===== src/rtl/sram_arb_pkg.sv =====
// ---------------------------------------------------------------------------
// sram_arb_pkg
// Shared types and constants for the SRAM-like request arbiter.
//   owner_e     : 1-bit owner tag stored per outstanding transaction
//   arb_state_e : arbiter FSM state encoding
//   sram_req_t  : one requester's request bundle (everything but req itself)
//   SIZE_*      : SRAM-like transfer size codes
// ---------------------------------------------------------------------------
package sram_arb_pkg;

    typedef enum logic {
        OWN_INST = 1'b0,
        OWN_DATA = 1'b1
    } owner_e;

    typedef enum logic [1:0] {
        S_IDLE   = 2'd0,
        S_HOLD_I = 2'd1,
        S_HOLD_D = 2'd2
    } arb_state_e;

    localparam logic [1:0] SIZE_BYTE = 2'd0;
    localparam logic [1:0] SIZE_HALF = 2'd1;
    localparam logic [1:0] SIZE_WORD = 2'd2;

    // Field order matches the mem_* output concatenation in the top level.
    typedef struct packed {
        logic        wr;
        logic [1:0]  size;
        logic [3:0]  wstrb;
        logic [31:0] addr;
        logic [31:0] wdata;
    } sram_req_t;

    // HOLD state that locks the grant to a given owner.
    function automatic arb_state_e hold_state(input owner_e own);
        return (own == OWN_DATA) ? S_HOLD_D : S_HOLD_I;
    endfunction

endpackage


===== src/rtl/sram_req_arbiter_tag_fifo.sv =====
// ---------------------------------------------------------------------------
// tag_fifo
// In-order FIFO of 1-bit owner tags for address-accepted, data-pending
// transactions.
//   clk, resetn : clock, asynchronous active-low reset
//   push        : write push_tag (ignored when full)
//   push_tag    : tag to store
//   pop         : drop the head entry (ignored when empty)
//   head        : tag at the read pointer
//   full/empty  : registered occupancy flags
//   count       : number of stored tags, 0..DEPTH
// DEPTH must be a power of two so the pointers wrap naturally.
// ---------------------------------------------------------------------------
module tag_fifo #(
    parameter int DEPTH = 4
) (
    input  logic                     clk,
    input  logic                     resetn,
    input  logic                     push,
    input  logic                     push_tag,
    input  logic                     pop,
    output logic                     head,
    output logic                     full,
    output logic                     empty,
    output logic [$clog2(DEPTH):0]   count
);

    localparam int AW = $clog2(DEPTH);
    localparam int CW = AW + 1;

    logic          tags [DEPTH];
    logic [AW-1:0] wr_ptr;
    logic [AW-1:0] rd_ptr;
    logic          do_push;
    logic          do_pop;

    assign full    = (count == CW'(DEPTH));
    assign empty   = (count == '0);
    assign do_push = push & ~full;
    assign do_pop  = pop & ~empty;
    assign head    = tags[rd_ptr];

    // Pointers and count; a simultaneous push and pop leaves the count alone
    // while both pointers step forward.
    always_ff @(posedge clk or negedge resetn) begin
        if (!resetn) begin
            wr_ptr <= '0;
            rd_ptr <= '0;
            count  <= '0;
        end else begin
            if (do_push) begin
                wr_ptr <= wr_ptr + 1'b1;
            end
            if (do_pop) begin
                rd_ptr <= rd_ptr + 1'b1;
            end
            case ({do_push, do_pop})
                2'b10:   count <= count + CW'(1);
                2'b01:   count <= count - CW'(1);
                default: count <= count;
            endcase
        end
    end

    // Tag storage needs no reset; entries are only read once counted valid.
    always_ff @(posedge clk) begin
        if (do_push) begin
            tags[wr_ptr] <= push_tag;
        end
    end

endmodule


===== src/rtl/sram_req_arbiter.sv =====
// ---------------------------------------------------------------------------
// sram_req_arbiter
// Shares one SRAM-like memory port between the instruction-fetch (inst) and
// load/store (data) requesters. Data has priority, with a starvation guard
// that forces inst through after STARVE_MAX consecutive data grants while
// inst waits. A grant that is not accepted immediately is locked until its
// address handshake completes. Accepted transactions are tagged in order so
// each mem_data_ok is routed back to the requester that issued it.
//
// Ports:
//   clk, resetn            : clock, asynchronous active-low reset
//   inst_sram_* / data_sram_* : requester bundles (req, wr, size, wstrb,
//                            addr, wdata in; addr_ok, data_ok, rdata out)
//   mem_*                  : shared downstream port (req, wr, size, wstrb,
//                            addr, wdata out; addr_ok, data_ok, rdata in)
//   err_orphan             : sticky flag, a response arrived with nothing
//                            outstanding
// ---------------------------------------------------------------------------
module sram_req_arbiter
    import sram_arb_pkg::*;
#(
    parameter int OUTST_DEPTH = 4,
    parameter int STARVE_MAX  = 3
) (
    input  logic        clk,
    input  logic        resetn,

    input  logic        inst_sram_req,
    input  logic        inst_sram_wr,
    input  logic [1:0]  inst_sram_size,
    input  logic [3:0]  inst_sram_wstrb,
    input  logic [31:0] inst_sram_addr,
    input  logic [31:0] inst_sram_wdata,
    output logic        inst_sram_addr_ok,
    output logic        inst_sram_data_ok,
    output logic [31:0] inst_sram_rdata,

    input  logic        data_sram_req,
    input  logic        data_sram_wr,
    input  logic [1:0]  data_sram_size,
    input  logic [3:0]  data_sram_wstrb,
    input  logic [31:0] data_sram_addr,
    input  logic [31:0] data_sram_wdata,
    output logic        data_sram_addr_ok,
    output logic        data_sram_data_ok,
    output logic [31:0] data_sram_rdata,

    output logic        mem_req,
    output logic        mem_wr,
    output logic [1:0]  mem_size,
    output logic [3:0]  mem_wstrb,
    output logic [31:0] mem_addr,
    output logic [31:0] mem_wdata,
    input  logic        mem_addr_ok,
    input  logic        mem_data_ok,
    input  logic [31:0] mem_rdata,

    output logic        err_orphan
);

    localparam int SW = $clog2(STARVE_MAX + 1);
    localparam int CW = $clog2(OUTST_DEPTH) + 1;

    arb_state_e  state;
    logic [SW-1:0] starve_cnt;

    sram_req_t   inst_bundle;
    sram_req_t   data_bundle;
    sram_req_t   sel_bundle;

    owner_e      winner;
    owner_e      owner;
    logic        inst_forced;
    logic        any_req;
    logic        req_int;
    logic        handshake;
    logic        resp_valid;
    logic        orphan_evt;

    logic        fifo_head;
    logic        fifo_full;
    logic        fifo_empty;
    logic [CW-1:0] fifo_count;
    logic        fifo_blocked;

    assign inst_bundle = '{wr: inst_sram_wr, size: inst_sram_size,
                           wstrb: inst_sram_wstrb, addr: inst_sram_addr,
                           wdata: inst_sram_wdata};
    assign data_bundle = '{wr: data_sram_wr, size: data_sram_size,
                           wstrb: data_sram_wstrb, addr: data_sram_addr,
                           wdata: data_sram_wdata};

    // Full is judged on the registered count only, so a response popping in
    // the same cycle does not open the door until the next one. This also
    // keeps mem_addr_ok/mem_data_ok out of the mem_req cone.
    assign fifo_blocked = (fifo_count == CW'(OUTST_DEPTH));

    // Free-running priority choice used only while no grant is locked:
    // data first, unless inst has waited through STARVE_MAX data grants.
    always_comb begin
        inst_forced = inst_sram_req && (starve_cnt == SW'(STARVE_MAX));
        any_req     = inst_sram_req | data_sram_req;
        if (inst_forced) begin
            winner = OWN_INST;
        end else if (data_sram_req) begin
            winner = OWN_DATA;
        end else begin
            winner = OWN_INST;
        end
    end

    // Current owner of the port and whether a request is presented. In HOLD
    // the requester is obliged to keep its request up, so req is forced on.
    always_comb begin
        owner   = winner;
        req_int = 1'b0;
        case (state)
            S_HOLD_I: begin
                owner   = OWN_INST;
                req_int = 1'b1;
            end
            S_HOLD_D: begin
                owner   = OWN_DATA;
                req_int = 1'b1;
            end
            default: begin
                owner   = winner;
                req_int = any_req & ~fifo_blocked;
            end
        endcase
    end

    assign sel_bundle = (owner == OWN_DATA) ? data_bundle : inst_bundle;
    assign handshake  = req_int & mem_addr_ok;
    assign resp_valid = mem_data_ok & ~fifo_empty;
    assign orphan_evt = mem_data_ok & fifo_empty;

    // Every output is held at zero while reset is asserted, even though the
    // forwarding paths are combinational from the requesters.
    assign mem_req = resetn & req_int;
    assign {mem_wr, mem_size, mem_wstrb, mem_addr, mem_wdata} =
        resetn ? sel_bundle : '0;

    assign inst_sram_addr_ok = resetn & handshake & (owner == OWN_INST);
    assign data_sram_addr_ok = resetn & handshake & (owner == OWN_DATA);

    assign inst_sram_data_ok = resetn & resp_valid & (fifo_head == OWN_INST);
    assign data_sram_data_ok = resetn & resp_valid & (fifo_head == OWN_DATA);

    assign inst_sram_rdata = resetn ? mem_rdata : '0;
    assign data_sram_rdata = resetn ? mem_rdata : '0;

    // Arbiter FSM: an unacknowledged request in IDLE locks the grant to the
    // winner until the address handshake completes.
    always_ff @(posedge clk or negedge resetn) begin
        if (!resetn) begin
            state <= S_IDLE;
        end else begin
            case (state)
                S_IDLE: begin
                    if (req_int && !mem_addr_ok) begin
                        state <= hold_state(winner);
                    end
                end
                S_HOLD_I, S_HOLD_D: begin
                    if (mem_addr_ok) begin
                        state <= S_IDLE;
                    end
                end
                default: state <= S_IDLE;
            endcase
        end
    end

    // Counts data handshakes that happened while inst was waiting; saturates
    // so inst keeps its forced win until it actually gets through.
    always_ff @(posedge clk or negedge resetn) begin
        if (!resetn) begin
            starve_cnt <= '0;
        end else if (!inst_sram_req) begin
            starve_cnt <= '0;
        end else if (handshake && owner == OWN_INST) begin
            starve_cnt <= '0;
        end else if (handshake && owner == OWN_DATA &&
                     starve_cnt != SW'(STARVE_MAX)) begin
            starve_cnt <= starve_cnt + SW'(1);
        end
    end

    // Sticky: a response with nothing outstanding means the bridge and this
    // block disagree about what is in flight.
    always_ff @(posedge clk or negedge resetn) begin
        if (!resetn) begin
            err_orphan <= 1'b0;
        end else if (orphan_evt) begin
            err_orphan <= 1'b1;
        end
    end

    tag_fifo #(
        .DEPTH (OUTST_DEPTH)
    ) u_tag_fifo (
        .clk      (clk),
        .resetn   (resetn),
        .push     (handshake),
        .push_tag (owner),
        .pop      (mem_data_ok),
        .head     (fifo_head),
        .full     (fifo_full),
        .empty    (fifo_empty),
        .count    (fifo_count)
    );

    // A HOLD is only entered with room in the FIFO, and the count can only
    // fall while holding, so a locked grant never sees a full FIFO.
    hold_never_full: assert property (
        @(posedge clk) disable iff (!resetn) (state != S_IDLE) |-> !fifo_full
    );

endmodule


===== config.mk =====
export PLATFORM = sky130hd
export DESIGN_NAME = sram_req_arbiter
export DESIGN_NICKNAME = d
export VERILOG_FILES = /design/src/rtl/sram_arb_pkg.sv /design/src/rtl/sram_req_arbiter_tag_fifo.sv /design/src/rtl/sram_req_arbiter.sv
export SDC_FILE = /design/constraint.sdc
export NUM_CORES = 1
export LEC_CHECK = 0
export BUFFER_PORTS_ARGS = -buffer_cell sky130_fd_sc_hd__buf_4
export CELL_PAD_IN_SITES_DETAIL_PLACEMENT = 0
export CELL_PAD_IN_SITES_GLOBAL_PLACEMENT = 1
export CORE_MARGIN = 8
export CORE_UTILIZATION = 20
export DETAILED_ROUTE_END_ITERATION = 10
export GPL_TIMING_DRIVEN = 0
export PLACE_DENSITY = 0.91
export SYNTH_ARGS = -nofsm -noshare
export SYNTH_HDL_FRONTEND = slang
export SYNTH_HIERARCHICAL = 1
export SYNTH_SLANG_ARGS = --single-unit

===== constraint.sdc =====
create_clock -name clk -period 3.5 [get_ports clk]
set_input_delay 0.525 -clock clk [delete_from_list [all_inputs] [get_ports clk]]
set_output_delay 0.525 -clock clk [all_outputs]
set_load 0.02 [all_outputs]

==> results.yml <==
outcome:
  status: "finished clean"
floorplan:
  ios: 321
  die_w_um: 130.6
  die_height_um: 130.6
  dieArea_mm2: 0.01705
  initial_core_util_pct: 20.15
  core-area_mm2: 0.01303
  rows: 42
power:
  power.density_mw_per_mm2: 445.5
  p_seq_share_pct: 14.6
  swShare_pct: 48.53
  switching_power_mw: 1.150
  combPwrFrac_pct: 76.0
  internal_power_mw: 1.220
  p_leak_nw: 2.850
  power.total_mw: 2.370
  peakVddDrop_v: 0.0003616
  clockPowerShare_pct: 9.4
sta:
  slew_headroom_pct: 58.45
  whs_ns: 0.1093
  max_freq_mhz: 324.6
  period_minus_slack_ns: 3.080
  final.setup.worst_slack_ns: 0.4197
  setup_tns_ns: 0
  fin_skew_ns: 0.004317
  grt_setup_unrepaired: "false"
  drv_slew: 0
  final_hold_viol_count: 0
  fin_crit_sh_pct: 88.01
  setup_violations: 0
  worstMarginPinSlew_ns: 0.6232
placed_design:
  dp.cells: 886
  dp_hpwl_um: 12720
  dp_slack_ns: 0.3903
  port_buffers: 319
  dpl_cell_area_mm2: 0.005241
  gp_congestion: 0.8463
critical_path:
  crit_required_ns: 2.97
  cp_common_cell: "nand2_1"
  cp_max_fo: 10
  rr_startpoint: "state[1]"
  critPathKind: "register to output port"
  max_stage_delay_ns: 0.39
  reg2reg_depth: 13
  crit_chain: "inv_1 > ha_1 > nand2_1 > o21a_1 > buf_6 > clkbuf_1 > nand2_1 > a21boi_0 > buf_4"
  critPathLaunchType: "register"
  cp.arrival_ns: 2.56
  crit_path_end_kind: "output port"
  r2r-end: "u_tag_fifo/count[2]"
  reg2reg_setup_slack_ns: 0.60
  cpMaxStageDelayCell: "dfrtp_1"
cells_and_area:
  synthToLayoutAreaGrowth_pct: 102.6
  fin_area_mm2: 0.005320
  seqCellArea_um2: 420.4
  final_nets: 904
  diodes: 0
  multi_input_area_mm2: 0.001777
  fin_cells: 890
  nFillCells: 1436
  drive_gt1_share_pct: 51.96
  fin_util_pct: 40.82
clock_tree:
  cts_buffer_depth: 2
  clkTransAtPathRegs_ns: 0.05
  cts_inserted_buffers: 3
  cts_tree: "done"
  cts.sinks: 16
  cts_root_buf: "clkbuf_16"
  cts_hold_buffers: 0
  clock_latency_ns: 0.24
  cts.repair.resized: 0
  postCtsSetupBuffers: 0
  htree_levels: 1
synthesis:
  avgSynthCellArea_um2: 6.717
  yosys_most_used_dff: "dfrtp_1"
  ys_types: 37
  muxShareOfSynthArea_pct: 1.429
  synth-simple-area-share_pct: 34.44
  synth_top_family_by_area: "simple AND/OR/NAND/NOR gates"
  yosys_warnings: 6
  synth.most_common_cell: "nand2_1"
  synth_commonest_cells: "nand2_1, a21boi_0, buf_4"
  synthTopCellsByArea: "nand2_1, a21boi_0, dfrtp_1"
  synth_edf_count: 4
  async_reset_ff_share_pct: 75.00
  synth_area_mm2: 0.002626
  synth_fp_nets: 580
  yosysSeqAreaShare_pct: 16.01
  yosys.area.top_type: "nand2_1"
  synth_top_area_share_pct: 21.15
  yosys_register_bits: 16
  synthCells: 391
  synth-compound-area-share_pct: 25.20
  synthAdderAreaFrac_pct: 4.574
  synth_xor_xnor_area_share_pct: 2.001
detailed_routing:
  route.met2.wl_um: 7354
  avgViaCountPerCell: 4.056
  top_layer: "met4"
  ant_nets: 0
  route.met3.wl_um: 1433
  routedWlPerCell_um: 16.36
  route.detailed.drc: 0
  num_vias: 3610
  wl_met1_um: 5692
  finalWirelength_um: 14560
  first_pass_iters: 4
  first_iter_violations: 125
global_route:
  grt_max_degree: 14
  antenna_found_initial: 0
  grt_pass1_vias: 3485
  grt_pass1_wl_um: 19860
  grt.total_usage_pct: 14.82
  overflow: 0
flow_run:
  drv_cap: 0
min_path:
  hold_class: "input pin to async pin"
==> how the worst max path moves through the flow <==
stage	slack (ns)	start	endpoint	cells past startpoint
CTS	0.38	resetn	inst_sram_rdata[31]	7
global placement	0.39	resetn	inst_sram_rdata[23]	7
floorplan	0.89	state[0]	u_tag_fifo/count[2]	13
finish	0.42	state[1]	mem_addr[5]	9
detailed placement	0.39	resetn	inst_sram_rdata[10]	7
global route	0.24	state[1]	mem_addr[5]	9
==> final cells by class <==
class | count | area share (%)
buffer | 61 | 7.361
clock buffer | 4 | 1.482
inverter | 10 | 0.7056
multi-input combinational | 304 | 33.40
sequential | 16 | 7.902
tap | 176 | 4.139
timing repair buffer | 319 | 45.01
==> sequential cells by signal (all words and copies together), names as in the netlist <==
name,count
u_tag_fifo/tags,4
u_tag_fifo/count,3
starve_cnt,2
state,2
u_tag_fifo/rd_ptr,2
u_tag_fifo/wr_ptr,2
err_orphan,1
==> placed cells by master (no fill, tap or decap), types with 4 or more instances in the layout <==
cell type	Yosys	final
ha_1	8	8
edfxtp_1	4	4
a21boi_0	72	72
dfrtp_1	12	12
and2_1	34	34
clkbuf_1	19	20
buf_4	39	358
nand2_1	148	148
inv_1	10	10
==> routing by layer <==
layer  track usage, %  vias to the layer above
met3            3.896                        6
li1                 -                     1886
met5                0                        -
met2            26.46                      150
met1            18.02                     1568
met4            1.350                        0
==> logic make-up after synthesis <==
family	after synthesis
compound gates	88
xor+xnor	6
mux	2
flops	16
buf+inv	71
fa+ha+maj	9
simple gates	199
==> power groups by stage <==
| stage | Sequential, mW | Combinational (mW) | Clock [mW] |
|---|---|---|---|
| 2_1_floorplan | 0.335 | 1.08 | 0 |
| 3_3_place_gp | 0.347 | 1.81 | 0 |
| 3_5_place_dp | 0.350 | 1.82 | 0 |
| 4_1_cts | 0.347 | 1.83 | 0.225 |
| 5_1_grt | 0.362 | 1.99 | 0.234 |
| 6_report | 0.346 | 1.80 | 0.223 |
==> worst max-delay path: cells and delay by family, from the launching register on <==
family	cells	cell delay, ns
buffers and inverters	4	0.84
AO/OA/AOI/OAI	2	0.53
flip-flops	1	0.39
adder cells (fa/ha/maj)	1	0.36
AND/OR/NAND/NOR	2	0.19
Note: power is estimated with default switching activity, not from simulation.
